File: src/rtl/usb_bit_stuffer_param_pkg.sv
// Shared types and constants for the USB transmit path.
package usb_tx_pkg;

  typedef enum logic [1:0] {
    BS_IDLE,
    BS_SKIP,
    BS_COUNT,
    BS_STUFF
  } bs_state_t;

  localparam int unsigned USB_RUN_LEN     = 6;
  localparam int unsigned USB_PID_BITS    = 8;
  localparam int unsigned USB_STUFF_CNT_W = 8;

  // Width of a counter that must hold values up to max(run_len, skip_bits).
  function automatic int unsigned bs_cnt_width(input int unsigned run_len,
                                               input int unsigned skip_bits);
    int unsigned m;
    m = (run_len > skip_bits) ? run_len : skip_bits;
    return $clog2(m + 1);
  endfunction

endpackage

File: src/rtl/usb_bit_stuffer_param_if.sv
// Bit-stream handshake bundle between the CRC appender, the stuffer and the NRZI encoder.
interface usb_bit_stuffer_param_if
  import usb_tx_pkg::*;
  ();

  logic                       in_valid;
  logic                       in_bit;
  logic                       in_last;
  logic                       in_ready;
  logic                       stuff_en;
  logic                       out_valid;
  logic                       out_bit;
  logic                       out_last;
  logic                       out_stuffed;
  logic                       out_ready;
  logic [USB_STUFF_CNT_W-1:0] stuff_cnt;
  logic                       busy;

  // Driving side: upstream source plus downstream sink.
  modport master (
    output in_valid, in_bit, in_last, stuff_en, out_ready,
    input  in_ready, out_valid, out_bit, out_last, out_stuffed, stuff_cnt, busy
  );

  // Stuffer side.
  modport slave (
    input  in_valid, in_bit, in_last, stuff_en, out_ready,
    output in_ready, out_valid, out_bit, out_last, out_stuffed, stuff_cnt, busy
  );

endinterface

File: src/rtl/usb_bs_out_reg.sv
// Single-entry output register: captures a word on load, holds it until the
// downstream accepts, and reports whether a new word can be taken this cycle.
module usb_bs_out_reg #(
  parameter int unsigned W = 3
) (
  input  logic         clock,
  input  logic         reset_n,
  input  logic         load,
  input  logic [W-1:0] d,
  input  logic         ready,
  output logic         valid,
  output logic [W-1:0] q,
  output logic         can_load
);

  assign can_load = ~valid | ready;

  // Capture on load, otherwise drop valid once the current word is taken.
  always_ff @(posedge clock or negedge reset_n) begin
    if (!reset_n) begin
      valid <= 1'b0;
      q     <= '0;
    end else if (load) begin
      valid <= 1'b1;
      q     <= d;
    end else if (ready) begin
      valid <= 1'b0;
    end
  end

endmodule

File: src/rtl/usb_bit_stuffer_param.sv
// NRZ bit stuffer: after RUN_LEN consecutive MATCH_VAL bits, insert one
// STUFF_VAL bit. The first SKIP_BITS bits of a packet (the PID) pass untouched.
//
//   state    | meaning
//   ---------+-------------------------------------------------------------
//   BS_IDLE  | waiting for the first bit of a packet
//   BS_SKIP  | passing leading bits through, counting them in bit_cnt
//   BS_COUNT | passing bits through, tracking the MATCH_VAL run in run_cnt
//   BS_STUFF | input stalled, emitting one stuff bit
module usb_bit_stuffer_param
  import usb_tx_pkg::*;
#(
  parameter int unsigned RUN_LEN   = USB_RUN_LEN,
  parameter int unsigned SKIP_BITS = USB_PID_BITS,
  parameter logic        MATCH_VAL = 1'b1,
  parameter logic        STUFF_VAL = 1'b0
) (
  input  logic                   clock,
  input  logic                   reset_n,
  usb_bit_stuffer_param_if.slave bus
);

  localparam int unsigned CW      = bs_cnt_width(RUN_LEN, SKIP_BITS);
  localparam logic [CW-1:0] RUN_TC  = CW'(RUN_LEN);
  localparam logic [CW-1:0] SKIP_TC = CW'(SKIP_BITS);

  bs_state_t                  state;
  logic [CW-1:0]              run_cnt;
  logic [CW-1:0]              bit_cnt;
  logic                       pkt_stuff;
  logic                       pend_last;
  logic [USB_STUFF_CNT_W-1:0] stuff_cnt;

  logic          in_ready;
  logic          in_fire;
  logic          is_first;
  logic          counting;
  logic          match_run;
  logic [CW-1:0] run_next;
  logic [CW-1:0] bit_next;
  logic          trig;
  logic          load;
  logic [2:0]    load_d;
  logic          can_load;
  logic          out_valid;
  logic [2:0]    out_q;

  // Decode the accepted bit: run tracking, stuff trigger and output-register load word.
  always_comb begin
    in_ready  = can_load & (state != BS_STUFF);
    in_fire   = bus.in_valid & in_ready;
    is_first  = (state == BS_IDLE);
    // With no skip window the first bit of a packet is already a counted bit.
    counting  = (state == BS_COUNT) | (is_first & (SKIP_BITS == 0));
    match_run = (bus.in_bit == MATCH_VAL) & (is_first ? bus.stuff_en : pkt_stuff);
    run_next  = match_run ? ((is_first ? '0 : run_cnt) + 1'b1) : '0;
    bit_next  = (is_first ? '0 : bit_cnt) + 1'b1;
    trig      = in_fire & counting & (run_next == RUN_TC);
    if (state == BS_STUFF) begin
      load   = can_load;
      load_d = {STUFF_VAL, pend_last, 1'b1};
    end else begin
      load   = in_fire;
      // A bit that triggers a stuff hands its last flag over to the stuff bit.
      load_d = {bus.in_bit, bus.in_last & ~trig, 1'b0};
    end
  end

  // Packet sequencing and per-packet counters.
  always_ff @(posedge clock or negedge reset_n) begin
    if (!reset_n) begin
      state     <= BS_IDLE;
      run_cnt   <= '0;
      bit_cnt   <= '0;
      pkt_stuff <= 1'b0;
      pend_last <= 1'b0;
      stuff_cnt <= '0;
    end else begin
      case (state)
        BS_IDLE, BS_SKIP, BS_COUNT: begin
          if (in_fire) begin
            if (is_first) begin
              pkt_stuff <= bus.stuff_en;
              stuff_cnt <= '0;
              run_cnt   <= '0;
              bit_cnt   <= '0;
            end
            if (counting) begin
              if (trig) begin
                run_cnt   <= '0;
                pend_last <= bus.in_last;
                state     <= BS_STUFF;
              end else begin
                run_cnt <= run_next;
                state   <= bus.in_last ? BS_IDLE : BS_COUNT;
              end
            end else begin
              bit_cnt <= bit_next;
              if (bus.in_last)
                state <= BS_IDLE;
              else if (bit_next == SKIP_TC)
                state <= BS_COUNT;
              else
                state <= BS_SKIP;
            end
          end
        end
        BS_STUFF: begin
          if (can_load) begin
            if (stuff_cnt != '1)
              stuff_cnt <= stuff_cnt + 1'b1;
            state <= pend_last ? BS_IDLE : BS_COUNT;
          end
        end
        default: state <= BS_IDLE;
      endcase
    end
  end

  usb_bs_out_reg #(.W(3)) u_out_reg (
    .clock    (clock),
    .reset_n  (reset_n),
    .load     (load),
    .d        (load_d),
    .ready    (bus.out_ready),
    .valid    (out_valid),
    .q        (out_q),
    .can_load (can_load)
  );

  assign bus.in_ready    = in_ready;
  assign bus.out_valid   = out_valid;
  assign bus.out_bit     = out_q[2];
  assign bus.out_last    = out_q[1];
  assign bus.out_stuffed = out_q[0];
  assign bus.stuff_cnt   = stuff_cnt;
  assign bus.busy        = (state != BS_IDLE) | out_valid;

endmodule

File: src/flat_wrapper.sv
// flat-port wrapper written by rule: the top's interface ports become plain ports
module usb_bit_stuffer_param_flat import usb_tx_pkg::*;
#(
  parameter int unsigned RUN_LEN   = USB_RUN_LEN,
  parameter int unsigned SKIP_BITS = USB_PID_BITS,
  parameter logic        MATCH_VAL = 1'b1,
  parameter logic        STUFF_VAL = 1'b0
)
  (clock, reset_n, bus_in_valid, bus_in_bit, bus_in_last, bus_stuff_en, bus_out_ready, bus_in_ready, bus_out_valid, bus_out_bit, bus_out_last, bus_out_stuffed, bus_stuff_cnt, bus_busy);
  usb_bit_stuffer_param_if bus_i ();
  input  logic clock;
  input  logic reset_n;
  input wire logic [$bits(bus_i.in_valid)-1:0] bus_in_valid;
  input wire logic [$bits(bus_i.in_bit)-1:0] bus_in_bit;
  input wire logic [$bits(bus_i.in_last)-1:0] bus_in_last;
  input wire logic [$bits(bus_i.stuff_en)-1:0] bus_stuff_en;
  input wire logic [$bits(bus_i.out_ready)-1:0] bus_out_ready;
  output wire logic [$bits(bus_i.in_ready)-1:0] bus_in_ready;
  output wire logic [$bits(bus_i.out_valid)-1:0] bus_out_valid;
  output wire logic [$bits(bus_i.out_bit)-1:0] bus_out_bit;
  output wire logic [$bits(bus_i.out_last)-1:0] bus_out_last;
  output wire logic [$bits(bus_i.out_stuffed)-1:0] bus_out_stuffed;
  output wire logic [$bits(bus_i.stuff_cnt)-1:0] bus_stuff_cnt;
  output wire logic [$bits(bus_i.busy)-1:0] bus_busy;
  assign bus_i.in_valid = bus_in_valid;
  assign bus_i.in_bit = bus_in_bit;
  assign bus_i.in_last = bus_in_last;
  assign bus_i.stuff_en = bus_stuff_en;
  assign bus_i.out_ready = bus_out_ready;
  assign bus_in_ready = bus_i.in_ready;
  assign bus_out_valid = bus_i.out_valid;
  assign bus_out_bit = bus_i.out_bit;
  assign bus_out_last = bus_i.out_last;
  assign bus_out_stuffed = bus_i.out_stuffed;
  assign bus_stuff_cnt = bus_i.stuff_cnt;
  assign bus_busy = bus_i.busy;
  usb_bit_stuffer_param #(.RUN_LEN(RUN_LEN), .SKIP_BITS(SKIP_BITS), .MATCH_VAL(MATCH_VAL), .STUFF_VAL(STUFF_VAL)) u_core (.clock(clock), .reset_n(reset_n), .bus(bus_i));
endmodule
File: config.mk
export PLATFORM = sky130hd
export DESIGN_NAME = usb_bit_stuffer_param_flat
export DESIGN_NICKNAME = d
export VERILOG_FILES = /design/src/rtl/usb_bit_stuffer_param_pkg.sv /design/src/rtl/usb_bit_stuffer_param_if.sv /design/src/rtl/usb_bs_out_reg.sv /design/src/rtl/usb_bit_stuffer_param.sv /design/src/flat_wrapper.sv
export SDC_FILE = /design/constraint.sdc
export NUM_CORES = 1
export LEC_CHECK = 0
export BUFFER_PORTS_ARGS = -buffer_cell sky130_fd_sc_hd__clkbuf_2
export CAP_MARGIN = 20
export CORE_ASPECT_RATIO = 1.1
export CORE_MARGIN = 8
export CORE_UTILIZATION = 25
export CTS_CLUSTER_SIZE = 40
export DETAILED_ROUTE_END_ITERATION = 16
export PLACE_DENSITY_LB_ADDON = 0.25
export SLEW_MARGIN = 20
export SYNTH_ARGS = -nofsm -noshare
export SYNTH_HDL_FRONTEND = slang
export SYNTH_HIERARCHICAL = 1
export SYNTH_SLANG_ARGS = --single-unit
File: constraint.sdc
create_clock -name clock -period 1.81 [get_ports clock]
set_input_delay 0.181 -clock clock [delete_from_list [all_inputs] [get_ports clock]]
set_output_delay 0.181 -clock clock [all_outputs]
set_load 0.05 [all_outputs]
# After elaboration in Yosys (flattened, before gate mapping)
# Index checks and enable logic that the tools add are counted.
# classes
reduce_logical	8
n_mux	25
add_sub_neg	3
n_eq_ne	11
n_bitwise	10
# op_table
operator	n
8-bit 2-to-1 mux	4
4-bit 2-to-1 mux	6
2-bit 2-to-1 mux	8
8-bit case mux with 2 select lines	1
4-bit by 1-bit adder with 4-bit output (second input constant)	2
8-bit by 1-bit adder with 8-bit output (second input constant)	1
8-bit != test (second input constant)	1
4-bit AND reduction	2
1-bit bitwise AND	6
2-bit by 1-bit != test with 1-bit output (second input constant)	3
2-bit equality test (second input constant)	2
4-bit by 3-bit equality test with 1-bit output (second input constant)	1
4-bit equality test (second input constant)	1
1-bit 2-to-1 mux	4
2-bit != test (second input constant)	2
2-bit case mux with 2 select lines	1
2-bit AND reduction	2
2-bit nonzero test	2
3-bit 2-to-1 mux	1
3-bit OR reduction	1
2-bit by 1-bit equality test with 1-bit output (second input constant)	1
2-bit zero test	1
1-bit NOT	2
1-bit OR	2
# totals
inputBits	7
wordCells	65
output_inout_bits	14
reg_bits	24

# Longest topological paths before layout
# Gate-level depths: netlist of the first run.
# logic_depth
depth_word	10
ltp_mapped	8
ltp_nobuf	7

# By module
# Netlist of the first run, hierarchy kept.
# by_module_without_submodules
module	cells_per_inst	seq_area_each_um2	instances	area_each_um2
usb_bit_stuffer_param	133	500.5	1	1278.7
usb_bs_out_reg	9	100.1	1	146.4

# Least setup slack after synthesis of the first run
# Ideal clock, no wire load.
# synth_path
path_type	register to register
start	reg u_core.state[0]
end	reg u_core.pend_last
t_arrival_ns	1.864
setup_time_ns	0.125
path_buffers	1
slack_ns	-0.179
path_stages_with_launch	9
required_time_ns	1.685
synth_period_minus_slack_ns	1.989
path_cell_list	dfrtp_1 > inv_1 > ha_1 > clkbuf_1 > nor2b_1 > ha_1 > xnor2_1 > nand3_2 > mux2_4
# synth_between
elab_chain_len	7
word_cells_on_any_way	16
classes_between	1 x add/sub; 4 x eq/ne; 3 x mux; 5 x bitwise; 3 x reduce/logical
# synth_rtl
item	line_no	source
start, declared	usb_bit_stuffer_param.sv:27	bs_state_t state;
start signal, assigned	usb_bit_stuffer_param.sv:95	state <= bus.in_last ? BS_IDLE : BS_COUNT;
start signal, assigned	usb_bit_stuffer_param.sv:112	state <= pend_last ? BS_IDLE : BS_COUNT;
2-bit zero test	usb_bit_stuffer_param.sv:52, usb_bit_stuffer_param.sv:79	
4-bit 2-to-1 mux or 1-bit 2-to-1 mux (tied branches)	--	
4-bit by 1-bit adder with 4-bit output or 1-bit bitwise AND (tied branches)	usb_bit_stuffer_param.sv:56, usb_bit_stuffer_param.sv:55	
4-bit 2-to-1 mux	usb_bit_stuffer_param.sv:56	run_next = match_run ? ((is_first ? '0 : run_cnt) + 1'b1) : '0;
4-bit by 3-bit equality test with 1-bit output	usb_bit_stuffer_param.sv:58	trig = in_fire & counting & (run_next == RUN_TC);
1-bit bitwise AND	usb_bit_stuffer_param.sv:58	
4-bit AND reduction (no line) *	--	
end signal, assigned	usb_bit_stuffer_param.sv:91	pend_last <= bus.in_last;
end, declared	usb_bit_stuffer_param.sv:31	logic pend_last;
# Every way passes the cells marked *; elsewhere a longest branch is shown, timed or not.
# A chain may end at the register's enable or synchronous reset.

# Worst setup path in the final report of the first run
# layout_path
start	reg u_core.state[1]
end	reg u_core.pend_last
# Same word-level chain as after synthesis.

==> impl_metrics.tcl, run 1 <==
set metrics [dict create \
    status "finished, final reports clean" \
    synthFlopType "dfrtp_1" \
    rows 29 \
    cp-start-kind "flip-flop" \
    r2r_cells 6 \
    hold_slack_ns 0.154 \
    grt_pass1_vias 1313 \
    gp_congestion 0.801 \
    min_to "u_core/pkt_stuff$_DFFE_PN0P_" \
    core_sq_um 5620 \
    synth_top_family_by_area "simple AND/OR/NAND/NOR gates" \
    cts.htree.levels 1 \
    drv_cap 0 \
    wl_per_cell_um 13.2 \
    clock_sinks 24 \
    cts_tree "built" \
    gr-total-overflow 0 \
    netlist_area_sq_um 1430 \
    slew_violations 0 \
    io_buffers 20 \
    antenna_cells 0 \
    path_class "reg2reg" \
    crit_required_ns 1.98 \
    dr.first_iter.drc_count 36 \
    cts_buffer_depth 2 \
    worstMarginPinSlew_ns 0.626 \
    layout.nets 204 \
    synthTopCellsByArea "dfrtp_1 (42%), ha_1 (5.3%), nand2_1 (4.2%), o21ai_0 (3.2%), nor2b_1 (2.6%)" \
    slew_headroom 0.582 \
    crit_slowest_cell "dfrtp_1" \
    synth_most_common_cell "dfrtp_1" \
    holdCritStartpoint "bus_stuff_en" \
    yosys_warnings 6 \
    synth.distinct_cells 47 \
    wl_mm 3.52 \
    synth_compound_area_frac 0.173 \
    drive_gt1_frac 0.411 \
    via_per_inst 4.64 \
    ios 21 \
    drc 0 \
    grt.total_usage 0.0886 \
    p_per_area_nw_per_um2 774 \
    ff2ff_setup_slack_ns 0.05 \
    synthSimpleGateAreaFrac 0.240 \
    num_vias 1240 \
    power_leakage_nw 0.880 \
    timing.rr.end "u_core/pend_last$_DFFE_PN0P_" \
    yosysTopAreaCell "dfrtp_1" \
    syn_nets 155 \
    synthAdderAreaFrac 0.0527 \
    synthMuxAreaShare 0.0632 \
    synth_common_cells "dfrtp_1 (24), nand2_1 (16), o21ai_0 (9), a21oi_1 (7)" \
    crit_path_max_incr_delay_ns 0.40 \
    clock_skew_ns 0.00725 \
    ys_async_sr_fraction 1.00 \
    rsz0062_at_grt "yes" \
    synth-seq-area-share 0.421 \
    design_area_sq_um 1950 \
    syn_avg_cell_area_sq_um 10.0 \
    start_util 0.253 \
    postRouteAntennaNets 0 \
    yosys_register_bits 24 \
    fin_crit_sh 0.972 \
    path_cells "buf_4 > ha_4 > nand3b_4 > nor3_4 > nand3_2 > mux2_4" \
    final_hold_viol_count 0 \
    dieArea_sq_um 8370 \
    dp.final_hpwl_mm 2.64 \
    cp_num_buf_inv 1 \
    worstPathArrival_ns 1.93 \
    critPathCaptureType "flip-flop" \
    synth-xor-area-share 0.0184 \
    clk_pin_slew_ns 0.09 \
    dr.pass1.iters 4 \
    syn_inst 142 \
    whs_path_depth 2 \
    synth_edf_count 0 \
    hold_class "in2reg" \
    syn_to_final_growth_pct 36.9 \
    crit_family "simple AND/OR/NAND/NOR gates" \
    reg2reg_from "u_core/state[1]$_DFFE_PN0P_" \
    clk_latency_ns 0.27 \
    cts.root.buffer_cell "clkbuf_8" \
    setup_viol 0 \
    numCtsBuffers 3 \
    synth_top_area_frac 0.421 \
    period_needed_ns 1.76 \
    grt_pass1_wl_mm 5.91 \
    path_max_fanout 5 \
    die_x_um 88.0 \
    peakVddDrop_uv 300 \
    max_freq_mhz 568 \
    dpl_cell_area_sq_um 1780 \
    die_h_um 95.2 \
    antenna_found_initial 0 \
    grt_max_degree 25 \
]
## cell type report
type / count / area, sq um
well taps: 77 / 96.3
repair buffers: 47 / 309
multi-input cells: 109 / 848
clock buffers: 3 / 41.3
flip-flops and latches: 24 / 603
inverters: 6 / 22.5
clock inverters: 1 / 30.0
fillers: 594 / 3670
## metrics by stage
step	utilization	std cells	worst slack, ns	total power, mW	TNS [ns]
after global placement	0.316	258	-0.0531	0.998	-0.0531
after CTS	0.342	267	0.00740	1.53	0
after floorplan	-	142	-0.0168	0.869	-0.0168
after detailed placement	0.316	258	-0.0557	1.00	-0.0557
after global routing	0.347	267	-0.0276	1.60	-0.0304
final	0.347	267	0.0504	1.51	0
## repair_timing
item	in CTS	in global routing
hold buffers	1	0
setup buffers	4	0
pin swaps	4	2
gates resized for setup	8	9
endpoints found under the setup margin	2	11
hold endpoints to repair	24	0
## power breakdown
part / internal, mW / leakage (nW) / switching [mW]
registers: 0.586 / 0.316 / 0.0445
logic: 0.172 / 0.529 / 0.228
clock network: 0.296 / 0.0357 / 0.183
total: 1.05 / 0.880 / 0.455
## worst reg2reg max path, stage by stage (launching register included)
cell and delay [ns]:
dfrtp_1 0.40, buf_4 0.15, ha_4 0.17, nand3b_4 0.18, nor3_4 0.30, nand3_2 0.15
mux2_4 0.31
## per-layer routing
metal | share of wire | track usage | wire, um | vias to the layer above
met1 | 0.44 | 0.103 | 1560 | 602
met4 | 0.012 | 0.0230 | 42 | 0
met2 | 0.49 | 0.155 | 1730 | 18
met3 | 0.053 | 0.0250 | 185 | 4
met5 | 0 | 0 | 0 | -
li1 | - | - | - | 616
## logic make-up (layout without fill, tap and decap cells)
kind of cell | Yosys count | after routing
flops | 24 | 24
fa+ha+maj | 6 | 6
xor+xnor | 3 | 3
compound gates | 34 | 34
buf+inv | 9 | 57
simple gates | 58 | 58
mux | 8 | 8
## state kept, by name, summed over array words and instances, names as in the netlist
| signal | cells |
|---|---|
| u_core/run_cnt | 4 |
| u_core/bus.stuff_cnt | 8 |
| u_core/state | 2 |
| u_core/bit_cnt | 4 |
| u_core/u_out_reg/q | 3 |
| u_core/pkt_stuff | 1 |
| u_core/pend_last | 1 |
| u_core/u_out_reg/valid | 1 |
## how the worst max path moves through the flow
| stage | depth (start not counted) | end | startpoint | slack, ns |
|---|---|---|---|---|
| after global routing | 7 | u_core/bus.stuff_cnt[5]$_DFFE_PN0P_ | u_core/state[1]$_DFFE_PN0P_ | -0.03 |
| after detailed placement | 8 | u_core/state[1]$_DFFE_PN0P_ | u_core/state[1]$_DFFE_PN0P_ | -0.06 |
| after floorplan | 8 | u_core/pend_last$_DFFE_PN0P_ | u_core/state[0]$_DFFE_PN0P_ | -0.02 |
| final | 6 | u_core/pend_last$_DFFE_PN0P_ | u_core/state[1]$_DFFE_PN0P_ | 0.05 |
| after CTS | 8 | u_core/state[1]$_DFFE_PN0P_ | u_core/state[1]$_DFFE_PN0P_ | 0.007 |
| after global placement | 8 | u_core/state[1]$_DFFE_PN0P_ | u_core/state[1]$_DFFE_PN0P_ | -0.05 |
## layout by cell type (no fill, tap or decap), types with 4 or more instances in the layout
| master | n |
|---|---|
| dfrtp_1 | 22 |
| nor2b_1 | 5 |
| nand2b_1 | 4 |
| nor3_1 | 5 |
| buf_4 | 25 |
| o21ai_0 | 8 |
| nor2_1 | 5 |
| nand2_1 | 15 |
| clkbuf_2 | 19 |
| inv_1 | 4 |
| a21oi_1 | 5 |
Power figures use the tool's default switching activity.
==> inputs of run 2 (changes only) <==
ABC_AREA = 0   (was unset)
CORE_UTILIZATION = 45   (was 25)
SETUP_SLACK_MARGIN = 0.15   (was unset)
==> run 2 against run 1 <==
Effect of this change:
- the run now ends with setup timing left
- critical path depth is 1 higher
- final cell count is 16% lower
- global-route usage is 4.4 points higher
- final area is 1.0% higher
- sequential cell count stayed put
- count of clock-buffer cells in the layout is 1 higher
- sequential power hardly changed
- non-clock buffer count stayed put
- clock skew is 0.0053 ns higher
- utilization is 30 points higher
- critical path type unchanged
==> impl_metrics.tcl, run 2 (synthesized netlist as in run 1, its figures left out) <==
set metrics [dict create \
    crit_required_ns 2.02 \
    dieArea_sq_um 5230 \
    fin_crit_sh 1.03 \
    wl_mm 3.82 \
    worstMarginPinSlew_ns 0.612 \
    layout_setup_ws_ns -0.0487 \
    combPwrFrac 0.331 \
    clk_latency_ns 0.31 \
    num_vias 1310 \
    numCtsBuffers 3 \
    power_frac_clock 0.186 \
    dr.pass1.iters 4 \
    holdCritStartpoint "bus_stuff_en" \
    start_util 0.468 \
    cp-start-kind "flip-flop" \
    drv_cap 0 \
    wl_per_cell_um 17.0 \
    whs_path_depth 2 \
    antenna_found_initial 0 \
    p_sw_frac 0.343 \
    hold_slack_ns 0.109 \
    dp.final_hpwl_mm 2.43 \
    rsz0062_at_grt "yes" \
    worstPathArrival_ns 2.07 \
    drive_gt1_frac 0.466 \
    rows 21 \
    clock_skew_ns 0.0125 \
    gp_congestion 0.784 \
    core_sq_um 3050 \
    via_per_inst 5.82 \
    final_cell_mix "buf_4 (22), dfrtp_1 (19), clkbuf_2 (18), nand2_1 (15)" \
    path_max_fanout 8 \
    path_cells "inv_2 > ha_4 > nor2b_1 > ha_1 > o211a_1 > nand3_2 > mux2_4" \
    placed_cells_incl_taps 199 \
    period_needed_ns 1.86 \
    ff2ff_setup_slack_ns -0.05 \
    p_switching_mw 0.449 \
    p_per_area_nw_per_um2 665 \
    slew_headroom 0.592 \
    status "finished with violations" \
    crit_family "flip-flops" \
    crit_cells 7 \
    reg2reg_from "u_core/state[1]$_DFFE_PN0P_" \
    ios 21 \
    syn_to_final_growth_pct 38.3 \
    drc 0 \
    reg.largest.list "u_core/bus.stuff_cnt (8), u_core/bit_cnt (4), u_core/run_cnt (4)" \
    slew_violations 0 \
    io_buffers 20 \
    timing.rr.end "u_core/pend_last$_DFFE_PN0P_" \
    hold_class "in2reg" \
    violations "setup timing" \
    path_class "reg2reg" \
    fin_cells 225 \
    layout.nets 205 \
    regArea_sq_um 607 \
    clock_sinks 24 \
    critPathCaptureType "flip-flop" \
    final_hold_viol_count 0 \
    cts.htree.levels 1 \
    cts_buffer_depth 2 \
    antenna_cells 0 \
    die_h_um 75.0 \
    r2r_cells 7 \
    grt_pass1_vias 1264 \
    postRouteAntennaNets 0 \
    multiInputGateArea_sq_um 936 \
    setup_viol 3 \
    intPower_mw 0.861 \
    regMostFlops "u_core/bus.stuff_cnt" \
    min_to "u_core/pkt_stuff$_DFFE_PN0P_" \
    gr-total-overflow 0 \
    cts.root.buffer_cell "clkbuf_4" \
    max_freq_mhz 538 \
    clk_pin_slew_ns 0.14 \
    grt.total_usage 0.133 \
    crit_slowest_cell "dfrtp_2" \
    fill_cells 238 \
    grt_pass1_wl_mm 5.77 \
    largest_reg_flops 8 \
    cp_num_buf_inv 1 \
    die_x_um 69.7 \
    finish.utilization 0.647 \
    grt_max_degree 25 \
    peakVddDrop_uv 495 \
    power_leakage_nw 0.920 \
    pwr-share-seq 0.482 \
    crit_path_max_incr_delay_ns 0.47 \
    cts_tree "built" \
    dr.first_iter.drc_count 84 \
    final_common_cell "buf_4" \
]
==> run 2: worst max path at each step <==
stage	from	end	slack, ns
after detailed placement	u_core/state[1]$_DFFE_PN0P_	u_core/pend_last$_DFFE_PN0P_	-0.06
after CTS	u_core/state[1]$_DFFE_PN0P_	u_core/pend_last$_DFFE_PN0P_	-0.01
after global placement	u_core/state[1]$_DFFE_PN0P_	u_core/pend_last$_DFFE_PN0P_	0.02
after floorplan	u_core/state[1]$_DFFE_PN0P_	u_core/pend_last$_DFFE_PN0P_	0.04
final	u_core/state[1]$_DFFE_PN0P_	u_core/pend_last$_DFFE_PN0P_	-0.05
after global routing	u_core/state[1]$_DFFE_PN0P_	u_core/pend_last$_DFFE_PN0P_	-0.12
==> run 2: power groups by stage <==
stage | Clock [mW] | Sequential, mW | Combinational, mW
floorplan | 0 | 0.674 | 0.203
global placement | 0 | 0.638 | 0.317
detailed placement | 0 | 0.641 | 0.322
CTS | 0.255 | 0.631 | 0.374
global route | 0.265 | 0.641 | 0.471
finish | 0.244 | 0.632 | 0.434
==> run 2: repair_timing <==
action,CTS,global route
pin swaps,4,8
hold endpoints to repair,24,0
buffers inserted,10,10
gates resized for setup,3,33
setup endpoints to repair,18,25
gates cloned,0,1
hold buffers,1,0
==> run 2: layout make-up <==
type / count / area share
inverters: 6 / 0.0114
flip-flops and latches: 24 / 0.308
multi-input cells: 110 / 0.475
well taps: 34 / 0.0216
repair buffers: 47 / 0.171
clock buffers: 4 / 0.0133
==> run 2: stage by stage <==
step | total power [mW] | worst slack (ns) | TNS, ns | instance area [sq um]
floorplan | 0.876 | 0.0387 | 0 | 1490
global placement | 0.955 | 0.0224 | 0 | 1650
detailed placement | 0.963 | -0.0563 | -0.109 | 1650
CTS | 1.26 | -0.0103 | -0.0196 | 1770
global route | 1.38 | -0.117 | -0.423 | 1970
finish | 1.31 | -0.0487 | -0.104 | 1970
==> run 2: metal layers <==
metal  global-route usage  part of all wire
met1                0.149              0.37
met2                0.235              0.56
met3               0.0395             0.056
met4               0.0536             0.012
met5                    0                 0
==> inputs of run 3 (changes only) <==
CORE_UTILIZATION = 40   (was 45)
==> run 3 against run 2 <==
Effect of this change:
- final area rose by 2.7%
- the run now ends clean
- combinational power rose by 7.6%
- largest cell class unchanged
- final cell count rose by 5.8%
- register-to-register slack improved by 0.07 ns
- first-iteration DRC count rose by 8.3%
- largest power group unchanged
- critical endpoint unchanged
- clock power barely moved
- non-clock buffer count fell by 1
==> impl_metrics.tcl, run 3 (synthesized netlist as in run 1, its figures left out) <==
set metrics [dict create \
    status "finished, final reports clean" \
    num_vias 1328 \
    dpl_cell_area_sq_um 1680 \
    numCtsBuffers 3 \
    drv_cap 0 \
    postRouteAntennaNets 0 \
    wl_per_cell_um 16.2 \
    start_util 0.421 \
    grt.total_usage 0.136 \
    routed.top_layer "met4" \
    cts.htree.levels 1 \
    wl_met3_um 146 \
    design_area_sq_um 2020 \
    worstMarginPinSlew_ns 0.606 \
    cts_buffer_depth 2 \
    whs_path_depth 2 \
    worstPathArrival_ns 2.01 \
    cp-start-kind "flip-flop" \
    gr-total-overflow 0 \
    via_per_inst 5.58 \
    fin_crit_sh 0.988 \
    dr.pass1.iters 4 \
    max_freq_mhz 559 \
    dieArea_sq_um 5730 \
    dr.first_iter.drc_count 91 \
    gp_congestion 0.793 \
    fin_setup_tns_ns 0 \
    clock_sinks 24 \
    rows 22 \
    fill_cells 285 \
    reg.largest.list "u_core/bus.stuff_cnt (8), u_core/bit_cnt (4), u_core/run_cnt (4)" \
    peakVddDrop_uv 342 \
    final_cell_mix "buf_4 (21), dfrtp_1 (20), clkbuf_2 (18), nand2_1 (14)" \
    io_buffers 20 \
    layout.nets 204 \
    critPathCaptureType "flip-flop" \
    clock_skew_ns 0.00139 \
    ios 21 \
    die_x_um 72.9 \
    slew_violations 0 \
    path_max_fanout 6 \
    antenna_cells 0 \
    power_mw 1.35 \
    crit_required_ns 2.03 \
    antenna_found_initial 0 \
    cts_tree "built" \
    cts.root.buffer_cell "clkbuf_4" \
    drive_gt1_frac 0.511 \
    final_common_cell "buf_4" \
    grt_pass1_vias 1379 \
    clk_latency_ns 0.32 \
    rsz0062_at_grt "yes" \
    hold_class "in2reg" \
    setup_viol 0 \
    die_h_um 78.6 \
    dp.final_hpwl_mm 2.45 \
    syn_to_final_growth_pct 42.1 \
    wl_met2_mm 2.09 \
    grt_max_degree 25 \
    wl_met1_mm 1.57 \
    core_sq_um 3390 \
    r2r_cells 7 \
    power_leakage_nw 0.913 \
    clk_pin_slew_ns 0.13 \
    period_needed_ns 1.79 \
    p_per_area_nw_per_um2 666 \
    regMostFlops "u_core/bus.stuff_cnt" \
    wl_mm 3.86 \
    slew_headroom 0.596 \
    final_hold_viol_count 0 \
    largest_reg_flops 8 \
    drc 0 \
    path_class "reg2reg" \
    grt_pass1_wl_mm 6.27 \
]
## run 3: cell count changes in the layout (fill, tap and decap cells not counted), sizes merged
cell / change
buf: -1
## run 3: final timing paths
kind | startpoint | endpoint | slack [ns]
max | u_core/state[1]$_DFFE_PN0P_ | u_core/pend_last$_DFFE_PN0P_ | 0.02
min | bus_stuff_en | u_core/pkt_stuff$_DFFE_PN0P_ | 0.13
max reg2reg | u_core/state[1]$_DFFE_PN0P_ | u_core/pend_last$_DFFE_PN0P_ | 0.02
min reg2reg | u_core/u_out_reg/q[2]$_DFFE_PN0P_ | u_core/u_out_reg/q[2]$_DFFE_PN0P_ | 0.52
max in group asynchronous | reset_n | u_core/u_out_reg/valid$_DFFE_PN0P_ | 1.00
min in group asynchronous | reset_n | u_core/bus.stuff_cnt[4]$_DFFE_PN0P_ | 0.39
## run 3: area by class of cell
| cell class | count | area [sq um] | share of cell area |
|---|---|---|---|
| flip-flops and latches | 24 | 606 | 0.299 |
| well taps | 48 | 60.1 | 0.0297 |
| clock buffers | 4 | 26.3 | 0.0130 |
| repair buffers | 46 | 329 | 0.163 |
| inverters | 6 | 22.5 | 0.0111 |
| multi-input cells | 110 | 981 | 0.485 |
## run 3: layer usage
metal,vias to the layer above,GRT usage
met3,5,0.0229
li1,622,-
met2,19,0.244
met4,0,0.0601
met5,-,0
met1,682,0.153
## run 3: where the power goes
| group | total (mW) | leakage, nW | internal (mW) | switching (mW) |
|---|---|---|---|---|
| logic | 0.467 | 0.585 | 0.208 | 0.258 |
| registers | 0.637 | 0.313 | 0.586 | 0.0510 |
| clock network | 0.245 | 0.0150 | 0.0863 | 0.158 |
## run 3: through the flow
step,setup WS (ns),cells,hold WS [ns],utilization
2_1_floorplan,0.0387,142,-0.115,-
3_3_place_gp,0.0560,215,0.225,0.497
3_5_place_dp,-0.0104,215,0.227,0.497
4_1_cts,0.0181,235,0.103,0.567
5_1_grt,-0.0552,238,0.122,0.598
6_report,0.0208,238,0.132,0.598
## run 3: worst max-delay path: stages (launching register included)
cell and delay (ns):
dfrtp_1 0.41, inv_2 0.06, ha_4 0.18, buf_4 0.14, mux2i_2 0.17, nor3_4 0.27, nand3_2 0.14, mux2_4 0.31
## run 3: repair_timing
| item | in CTS | in global routing |
|---|---|---|
| setup endpoints to repair | 12 | 22 |
| endpoints found under the hold margin | 24 | 0 |
| cloned | 0 | 1 |
| gates resized for setup | 24 | 23 |
| buffers inserted | 15 | 2 |
| pin swaps | 14 | 8 |
| hold buffers | 1 | 0 |
